[src/rtl/display_pkg.sv]
// Shared constants and types for the four-digit multiplexed display scanner.
package display_pkg;

    localparam int NUM_DIG = 4;

    typedef logic [1:0] digit_idx_t;

    localparam logic [3:0] ANODE_RESET = 4'b1110;
    localparam logic [3:0] ANODE_OFF   = 4'b1111;

    // Active-low one-hot enable for the given digit slot.
    function automatic logic [3:0] anode_for(input digit_idx_t idx);
        return ~(4'b0001 << idx);
    endfunction

endpackage

[src/rtl/tick_gen.sv]
// Prescaler: counts 0..CLK_DIV-1 and flags the last count with a one-cycle tick.
module tick_gen #(
    parameter int CLK_DIV = 50000
) (
    input  logic i_Clk,
    input  logic i_Rst_n,
    output logic o_Tick
);

    localparam int CW = (CLK_DIV > 1) ? $clog2(CLK_DIV) : 1;
    localparam logic [CW-1:0] LAST = CW'(CLK_DIV - 1);

    logic [CW-1:0] count_reg;

    // With CLK_DIV=1 the counter sits at 0, which is also LAST, so tick stays high.
    assign o_Tick = (count_reg == LAST);

    always_ff @(posedge i_Clk or negedge i_Rst_n) begin
        if (!i_Rst_n) begin
            count_reg <= '0;
        end else if (o_Tick) begin
            count_reg <= '0;
        end else begin
            count_reg <= count_reg + CW'(1);
        end
    end

endmodule

[src/rtl/display_scan_4dig.sv]
// Four-digit display scanner with double-buffered value, swapped only at frame wrap.
// Optional leading-zero blanking is enabled by defining DISPLAY_SCAN_BLANK_EN.
module display_scan_4dig
    import display_pkg::*;
#(
    parameter int CLK_DIV = 50000
) (
    input  logic        i_Clk,
    input  logic        i_Rst_n,
    input  logic        i_Load,
    input  logic [15:0] i_Valor,
    output logic [3:0]  o_Bits,
    output logic [3:0]  o_Anodos,
    output logic [1:0]  o_Digito,
    output logic        o_Pend,
    output logic        o_Frame
);

    logic        tick;
    logic        wrap;
    digit_idx_t  index_reg, index_next;
    logic [15:0] shadow_reg, shadow_next;
    logic [15:0] display_reg, display_next;
    logic        pend_reg, pend_next;
    logic        frame_reg;
    logic [3:0]  bits_reg, bits_next;
    logic [3:0]  anodes_reg, anodes_next;

    tick_gen #(
        .CLK_DIV (CLK_DIV)
    ) u_tick_gen (
        .i_Clk   (i_Clk),
        .i_Rst_n (i_Rst_n),
        .o_Tick  (tick)
    );

    assign wrap       = tick && (index_reg == 2'd3);
    assign index_next = tick ? index_reg + 2'd1 : index_reg;

    // A load on the wrap tick bypasses the shadow so the new frame starts with it.
    always_comb begin
        shadow_next  = shadow_reg;
        display_next = display_reg;
        pend_next    = pend_reg;
        if (i_Load) begin
            shadow_next = i_Valor;
            pend_next   = 1'b1;
        end
        if (wrap) begin
            if (i_Load) begin
                display_next = i_Valor;
            end else if (pend_reg) begin
                display_next = shadow_reg;
            end
            pend_next = 1'b0;
        end
    end

    // Outputs are computed from next-state values so they change on the same edge as the index.
    assign bits_next = display_next[{index_next, 2'b00} +: 4];

`ifdef DISPLAY_SCAN_BLANK_EN
    logic [NUM_DIG-1:0] blank;

    assign blank[0] = 1'b0;
    generate
        for (genvar gi = 1; gi < NUM_DIG; gi++) begin : g_blank
            assign blank[gi] = (display_next[4*NUM_DIG-1:4*gi] == '0);
        end
    endgenerate

    assign anodes_next = blank[index_next] ? ANODE_OFF : anode_for(index_next);
`else
    assign anodes_next = anode_for(index_next);
`endif

    always_ff @(posedge i_Clk or negedge i_Rst_n) begin
        if (!i_Rst_n) begin
            index_reg   <= '0;
            shadow_reg  <= '0;
            display_reg <= '0;
            pend_reg    <= 1'b0;
            frame_reg   <= 1'b0;
            bits_reg    <= '0;
            anodes_reg  <= ANODE_RESET;
        end else begin
            index_reg   <= index_next;
            shadow_reg  <= shadow_next;
            display_reg <= display_next;
            pend_reg    <= pend_next;
            frame_reg   <= wrap;
            bits_reg    <= bits_next;
            anodes_reg  <= anodes_next;
        end
    end

    assign o_Bits   = bits_reg;
    assign o_Anodos = anodes_reg;
    assign o_Digito = index_reg;
    assign o_Pend   = pend_reg;
    assign o_Frame  = frame_reg;

endmodule

[config.mk]
export PLATFORM = sky130hd
export DESIGN_NAME = display_scan_4dig
export DESIGN_NICKNAME = d
export VERILOG_FILES = /design/src/rtl/display_pkg.sv /design/src/rtl/tick_gen.sv /design/src/rtl/display_scan_4dig.sv
export SDC_FILE = /design/constraint.sdc
export NUM_CORES = 1
export LEC_CHECK = 0
export ABC_AREA = 1
export CORE_MARGIN = 2
export CORE_UTILIZATION = 25
export CTS_BUF_LIST = sky130_fd_sc_hd__clkbuf_16
export DETAILED_ROUTE_END_ITERATION = 8
export MAX_ROUTING_LAYER = met4
export PLACE_DENSITY = 0.45
export SLEW_MARGIN = 20
export SYNTH_ARGS = -nofsm -noshare
export SYNTH_HDL_FRONTEND = slang
export SYNTH_SLANG_ARGS = --single-unit
[constraint.sdc]
create_clock -name i_Clk -period 1.76 [get_ports i_Clk]
set_clock_uncertainty 0.05 [all_clocks]
set_input_delay 0.352 -clock i_Clk [delete_from_list [all_inputs] [get_ports i_Clk]]
set_output_delay 0.352 -clock i_Clk [all_outputs]
set_load 0.01 [all_outputs]
# == Word level (Yosys, flattened, before mapping) ==
# Index checks and enable logic that the tools add are counted.
# totals
ff_bits,60
wordCells,24
# classes
addsub,2
eq_ne,2
shift,2
muxes,7
bitwise,1
reduce_logical,2
# ops
op,n
two-way mux 16 bit,4
"adder 16 x 1 -> 16 bit, second input constant",1
"== test 16 bit, second input constant",1
indexed part select 16 x 5 -> 4 bit,1
inverter 4 bit,1
"<< shifter 1 x 2 -> 4 bit, first input constant",1
"adder 2 x 1 -> 2 bit, second input constant",1
"== test 2 bit, second input constant",1
two-way mux 1 bit,2
two-way mux 2 bit,1
nonzero test 2 bit,1
logical AND 1 bit,1

# == Depth between registers and ports, before layout ==
# Gate-level depths: netlist of the first run.
# depth
ltp_word,4
mapped_depth,11
ltp_nobuf,11

# == By module ==
# From an unflattened synthesis of the first run, not the netlist that was laid out.
# hier_totals
cells_unflattened,347
hier_area_um2,2786.4
# modules_own_cells
mod,n_inst,cells_per_inst,area_per_inst_um2,seq_area_each_um2
display_scan_4dig,1,226,1909.3,1104.8
tick_gen,1,121,877.1,400.4

# == Worst setup path after synthesis of the first run ==
# No wires, ideal clock.
# synth_timing
path_kind,reg-to-reg
from,register u_tick_gen.count_reg[0]
to,register bits_reg[2] (netlist: o_Bits[2])
setup_time_ns,0.119
arrival_time_ns,1.435
required_time_ns,1.591
path_slack_ns,0.157
stages_incl_launch_ff,12
n_path_buf,1
synth_period_minus_slack_ns,1.603
cell_sequence,dfrtp_1 ha_1 nand3_2 inv_1 nand2_1 nor2_4 buf_6 nand3_1 nand2_1 nor2_1 nor2_1 nand2_1
# synth_between
elab_chain_cells,4
# synth_rtl
element,line_no,text
start: declaration,tick_gen.sv:13,logic [CW-1:0] count_reg;
start signal: assignment,tick_gen.sv:24,count_reg <= count_reg + CW'(1);
== test 16 bit *,tick_gen.sv:16,assign o_Tick = (count_reg == LAST);
logical AND 1 bit,display_scan_4dig.sv:37,assign wrap = tick && (index_reg == 2'd3);
two-way mux 16 bit,display_scan_4dig.sv:49,if (wrap) begin
indexed part select 16 x 5 -> 4 bit *,display_scan_4dig.sv:60,"assign bits_next = display_next[{index_next, 2'b00} +: 4];"
via bits_next[2],display_scan_4dig.sv:26,"logic [3:0] bits_reg, bits_next;"
end signal: assignment,display_scan_4dig.sv:92,bits_reg <= bits_next;
end: declaration,display_scan_4dig.sv:26,
# Mark *: on every way through the listed nets, which the timed path passes. The rest lies on a longest branch.
# A chain may end at the register's enable or synchronous reset.

# == Worst setup path after layout of the first run ==
# layout_timing
from,register index_reg[1] (netlist: o_Digito[1])
to,output o_Digito[1]
# layout_rtl
element,line_no,text
start: declaration,display_scan_4dig.sv:21,"digit_idx_t index_reg, index_next;"
start signal: assignment,display_scan_4dig.sv:87,index_reg <= index_next;
end: declaration,display_scan_4dig.sv:14,"output logic [1:0] o_Digito,"
# No word-level cell between the ends.

==> reports/metrics.csv, run 1 <==
stage,metric,value,unit
status,outcome,"finished, final reports clean",
timing,Slew HR,0.761,
routing,Iter 0 DRT Violations,160,
global_routing,largest net degree at the start of global routing,30,
power,leakage power,2.31,nW
synth,Cells after Synth,414,
synth,Post-Synth XOR/XNOR Area,0.0197,
timing,f_max,592,MHz
placement,placed inst area,3920,sq um
power,Comb pwr share,0.066,
synth,"count leader, synth",nand2_1,
timing,Final Cycle Share,0.960,
finish,layout cells sized above 1,0.244,
finish,Area growth syn-to-layout,42.9,%
synth,Synth Area in Adders,0.00805,
die,Core Area,12100,sq um
clock_network,Inserted Clock Buffers,9,
worst_setup_path,required time worst endpoint,1.36,ns
synth,"top cells by count, synth","nand2_1 (160), dfrtp_1 (57), inv_1 (54)",
finish,Antenna Cells,0,
finish,FF+latch area,1510,sq um
worst_setup_path,crit path kind,register to output port,
clock_network,worst-skew pair later-pin latency,0.33,ns
power,sequential power share,0.452,
synth,Yosys warning total,0,
worst_setup_path,"CP delay by family, top",buffers and inverters,
synth,post-synthesis simple-gate area fraction,0.333,
synth,"Seq/Total Area, Yosys",0.484,
synth,top post-synthesis cells by area,"dfrtp_1 (46%), nand2_1 (19%), inv_1 (6.5%), nor2_1 (5.6%), a21boi_0 (3.9%)",
timing,count of pins over their slew limit,0,
synth,post-synthesis net count,435,
worst_setup_path,critical path's largest stage delay,0.56,ns
power,sw power,0.731,mW
global_routing,first-pass GRT wire length,13.7,mm
synth,Syn Area/Cell,7.50,sq um
die,die height,115,um
timing,slew of the pin with the lowest slew margin,0.359,ns
die,Row Count,40,
die,Die X,115,um
die,Ports,31,
finish,Nets,521,
clock_network,clock root cell,clkbuf_16,
synth,Mapped Area,3110,sq um
routing,DRC Markers,0,
clock_network,CTS Sinks,60,
routing,Routed WL,8.28,mm
clock_network,CTS tree,built,
worst_setup_path,slowest CP cell,clkdlybuf4s50_1,
synth,complex-gate fraction of the synthesized area,0.0644,
global_routing,vias in the first global route,2779,
clock_network,clock buffer depth,2,
synth,"EDFF count, synth",0,
global_routing,total grt overflow,0,
timing,Fin Hold WS,0.418,ns
synth,Post-synth ARST share,1.00,
placement,DP Wirelength,5.74,mm
synth,mux contribution to synthesized area,0,
global_routing,GRT Total Usage,0.140,
global_routing,initial antenna violation count,0,
timing,unrepaired setup endpoints after global routing,yes,
die,effective utilization at floorplan,0.258,
min_path,HP Class,input pin to asynchronous set/reset pin,
power,part of the power in the clock network,0.482,
worst_setup_path,worst path cell trace,clkdlybuf4s50_1,
timing,count of final setup violators,0,
clock_network,clk slew on worst S/H paths,0.05,ns
synth,"Distinct cells, synth",29,
routing,via count,2725,
power,PD cells,714,nW/um^2
power,Sw Share,0.231,
routing,drt pass-1 iters,4,
worst_setup_path,Crit. End Element,output port,
placement,number of port buffers,30,
power,Worst VDD drop,0.387,mV
worst_setup_path,Startpoint Class,register,
finish,final instance area,4440,sq um
synth,Yosys reg bits,60,
routing,routed vias/inst,4.05,
clock_network,htree depth,3,
power,internal power,2.44,mW
synth,largest family of logic cells by synthesized area,simple AND/OR/NAND/NOR gates,
synth,Post-synth top flop,dfrtp_1,
worst_setup_path,"Max FO, Critical Path",4,
die,die area,13300,sq um
worst_setup_path,arrival time worst endpoint,1.29,ns
finish,Fillers,1293,
routing,Routed Antenna Nets,0,
worst_setup_path,WP buf/inv,1,
routing,drt wl/cell,12.3,um
synth,"area leader, netlist",dfrtp_1,
finish,multi-input combinational cell area,1460,sq um
run,Max-Cap Viols,0,
placement,Placer Congestion,0.781,
synth,Synth top area share,0.459,
timing,Final Hold Viols,0,
timing,Tmin final,1.69,ns
-- cell type report --
class,instances,share of cell area
sequential,60,0.339
timing repair buffer,86,0.178
clock inverter,7,0.00648
multi-input combinational,286,0.328
tap,168,0.0474
clock buffer,9,0.0507
inverter,57,0.0499
-- worst paths after layout --
path | start | slack [ns] | cells after the start | end
max | o_Digito[1]$_DFF_PN0_ | 0.07 | 1 | o_Digito[1]
min | i_Rst_n | 0.42 | 2 | o_Bits[1]$_DFF_PN0_
max reg2reg | u_tick_gen.count_reg[1]$_DFF_PN0_ | 0.07 | 11 | o_Bits[0]$_DFF_PN0_
min reg2reg | shadow_reg[13]$_DFFE_PN0P_ | 0.42 | 2 | shadow_reg[13]$_DFFE_PN0P_
max in group asynchronous | i_Rst_n | 0.63 | 3 | display_reg[11]$_DFF_PN0_
min in group i_Clk | shadow_reg[13]$_DFFE_PN0P_ | 0.42 | 2 | shadow_reg[13]$_DFFE_PN0P_
-- what timing repair did --
| action | in CTS | in global routing |
|---|---|---|
| gates cloned | 0 | 1 |
| gates resized for setup | 6 | 45 |
| hold endpoints to repair | 10 | 0 |
| hold buffers | 1 | 0 |
| pin swaps | 0 | 29 |
| setup buffers | 0 | 11 |
| endpoints found under the setup margin | 9 | 9 |
-- cells by family (layout without fill, tap and decap cells) --
group | count (synthesis) | count (layout)
AO/OA/AOI/OAI | 31 | 31
XOR/XNOR | 7 | 7
adder cells (fa/ha/maj) | 2 | 2
buffers and inverters | 68 | 159
flip-flops | 60 | 60
AND/OR/NAND/NOR | 246 | 246
-- per-stage QoR --
step	util	setup slack [ns]	power (mW)	TNS (ns)	cells
5_1_grt	0.368	-0.0501	3.32	-0.133	673
3_5_place_dp	0.325	-0.184	1.66	-1.07	644
3_3_place_gp	0.325	-0.130	1.66	-0.621	644
6_report	0.368	0.0707	3.17	0	673
2_1_floorplan	-	0.157	1.54	0	414
4_1_cts	0.347	0.0147	3.22	0	661
-- per-layer routing --
| metal | vias to the layer above | wire length, um | GRT usage |
|---|---|---|---|
| met5 | - | 0 | - |
| met4 | 0 | 104 | 0.0458 |
| met3 | 10 | 260 | 0.0418 |
| met2 | 33 | 4040 | 0.224 |
| met1 | 1255 | 3880 | 0.168 |
| li1 | 1427 | - | - |
-- cells in the final DEF (no fill, tap or decap), drive strengths merged --
cell type,count
a21oi,3
ha,2
nand3b,1
a31oi,1
dfstp,3
dfrtp,57
nor3,4
dlygate4sd3,1
clkinvlp,1
inv,59
nand4,3
buf,55
nor2,52
clkinv,4
a2bb2oi,1
dlygate4sd2,4
xor2,7
o21ai,10
nand3,18
clkbuf,10
a21boi,16
dlymetal6s2s,1
nand2,168
clkdlybuf4s50,24
-- power by group through the flow --
stage,Combinational [mW],Sequential (mW),Clock (mW)
floorplan,0.0871,1.45,0
global placement,0.210,1.45,0
detailed placement,0.211,1.45,0
CTS,0.214,1.43,1.57
global route,0.244,1.43,1.65
finish,0.210,1.43,1.53
(Power assumes the default switching activity.)
==> run 2, diff against run 1 <==
==> constraint.sdc (replaced) <==
create_clock -name i_Clk -period 1.76 [get_ports i_Clk]
set_clock_uncertainty 0.05 [all_clocks]
set_input_delay 0.352 -clock i_Clk [delete_from_list [all_inputs] [get_ports i_Clk]]
set_output_delay 0.352 -clock i_Clk [all_outputs]
set_load 0.005 [all_outputs]
==> reports/metrics.csv, run 2 (synthesis gave the netlist of run 1 again) <==
stage,metric,value,unit
status,outcome,"finished, final reports clean",
worst_setup_path,Reg2Reg Launch Point,u_tick_gen.count_reg[0]$_DFF_PN0_,
worst_setup_path,Startpoint Class,register,
routing,via count,2700,
global_routing,total grt overflow,0,
timing,Tmin final,1.72,ns
worst_setup_path,required time worst endpoint,1.36,ns
worst_setup_path,worst setup path endpoint,o_Anodos[1],
worst_setup_path,slowest CP cell,dfstp_2,
timing,setup TNS,0,ns
clock_network,worst-skew pair later-pin latency,0.33,ns
placement,DP Wirelength,5.55,mm
global_routing,vias in the first global route,2652,
die,die height,115,um
clock_network,clock root cell,clkbuf_16,
placement,placed inst area,3940,sq um
global_routing,largest net degree at the start of global routing,32,
timing,final worst slack,0.0368,ns
clock_network,clock buffer depth,2,
power,sw power,0.718,mW
power,leakage power,2.28,nW
worst_setup_path,crit path from,o_Anodos[1]$_DFF_PN1_,
placement,number of port buffers,30,
worst_setup_path,critical path's largest stage delay,0.51,ns
worst_setup_path,"CP delay by family, top",flip-flops,
placement,Post-Place Cells,643,
power,Power Total,3.16,mW
power,Comb pwr share,0.067,
finish,final instance area,4330,sq um
routing,drt pass-1 iters,4,
power,Worst VDD drop,0.378,mV
worst_setup_path,Reg-to-Reg End,u_tick_gen.count_reg[8]$_DFF_PN0_,
clock_network,clk slew on worst S/H paths,0.05,ns
routing,Routed Antenna Nets,0,
die,Ports,31,
timing,count of pins over their slew limit,0,
clock_network,htree depth,3,
die,Die X,115,um
finish,Area growth syn-to-layout,39.5,%
finish,"most common cell after layout, fill and taps aside",nand2_1,
timing,f_max,580,MHz
finish,Nets,514,
routing,drt wl/cell,12.0,um
placement,"worst slack, placed",-0.157,ns
die,die area,13300,sq um
finish,"Cell Count, Final, Fillers Out",666,
finish,layout cells sized above 1,0.197,
routing,routed vias/inst,4.05,
global_routing,GRT Total Usage,0.136,
worst_setup_path,R2R setup slack,0.10,ns
run,Max-Cap Viols,0,
finish,Antenna Cells,0,
clock_network,Inserted Clock Buffers,9,
global_routing,initial antenna violation count,0,
timing,slew of the pin with the lowest slew margin,0.516,ns
timing,count of final setup violators,0,
global_routing,first-pass GRT wire length,13.6,mm
power,sequential power share,0.453,
clock_network,CTS Sinks,60,
power,part of the power in the clock network,0.480,
die,Row Count,40,
placement,Placer Congestion,0.765,
power,PD cells,729,nW/um^2
worst_setup_path,WP buf/inv,1,
min_path,HP Class,register to register,
power,Sw Share,0.227,
routing,DRC Markers,0,
clock_network,CTS tree,built,
routing,Iter 0 DRT Violations,121,
worst_setup_path,arrival time worst endpoint,1.32,ns
worst_setup_path,crit path kind,register to output port,
timing,Slew HR,0.656,
die,effective utilization at floorplan,0.258,
routing,Routed WL,8.00,mm
worst_setup_path,Register-to-Register Path Depth,9,
finish,Final Util,0.359,
worst_setup_path,Crit. End Element,output port,
finish,most frequent cells in the layout,"nand2_1 (153), inv_1 (57), dfrtp_1 (57)",
timing,unrepaired setup endpoints after global routing,yes,
die,Core Area,12100,sq um
timing,Final Hold Viols,0,
worst_setup_path,"Max FO, Critical Path",1,
timing,Fin Hold WS,0.421,ns
worst_setup_path,cell depth of the worst setup path,1,
power,internal power,2.44,mW
timing,Final Cycle Share,0.979,
worst_setup_path,worst path cell trace,clkdlybuf4s50_1,
[run 2: final cells by class]
type / instances / area [sq um]
clock buffer: 9 / 225
clock inverter: 7 / 28.8
fill: 1274 / 7730
inverter: 57 / 218
multi-input combinational: 286 / 1390
sequential: 60 / 1510
tap: 168 / 210
timing repair buffer: 79 / 753
[run 2: per-layer routing]
layer | global-route usage | share of wire | vias to the layer above
met5 | - | 0 | -
met4 | 0.0602 | 0.020 | 0
met3 | 0.0256 | 0.024 | 17
met2 | 0.204 | 0.46 | 37
met1 | 0.181 | 0.50 | 1233
li1 | - | - | 1413
[run 2: worst min-delay path by stage]
stage / start / end / slack [ns] / cells after the start
after floorplan: i_Rst_n / display_reg[0]$_DFF_PN0_ / 0.006 / 0
after global placement: i_Rst_n / shadow_reg[3]$_DFFE_PN0P_ / 0.31 / 1
after detailed placement: i_Rst_n / shadow_reg[3]$_DFFE_PN0P_ / 0.30 / 1
after CTS: shadow_reg[15]$_DFFE_PN0P_ / shadow_reg[15]$_DFFE_PN0P_ / 0.42 / 2
after global routing: shadow_reg[1]$_DFFE_PN0P_ / shadow_reg[1]$_DFFE_PN0P_ / 0.44 / 2
final: shadow_reg[7]$_DFFE_PN0P_ / shadow_reg[7]$_DFFE_PN0P_ / 0.42 / 2
[run 2: power groups by stage]
stage | clock network (mW) | logic (mW) | registers [mW]
floorplan | 0 | 0.0871 | 1.45
global placement | 0 | 0.213 | 1.45
CTS | 1.57 | 0.217 | 1.43
global route | 1.66 | 0.241 | 1.43
detailed placement | 0 | 0.215 | 1.45
finish | 1.52 | 0.211 | 1.43
[run 2: repair_timing]
action / in CTS / in global routing
pin swaps: 0 / 10
hold buffers: 1 / 0
resized for setup: 3 / 26
endpoints found under the setup margin: 5 / 13
buffers inserted: 0 / 6
hold endpoints to repair: 14 / 0
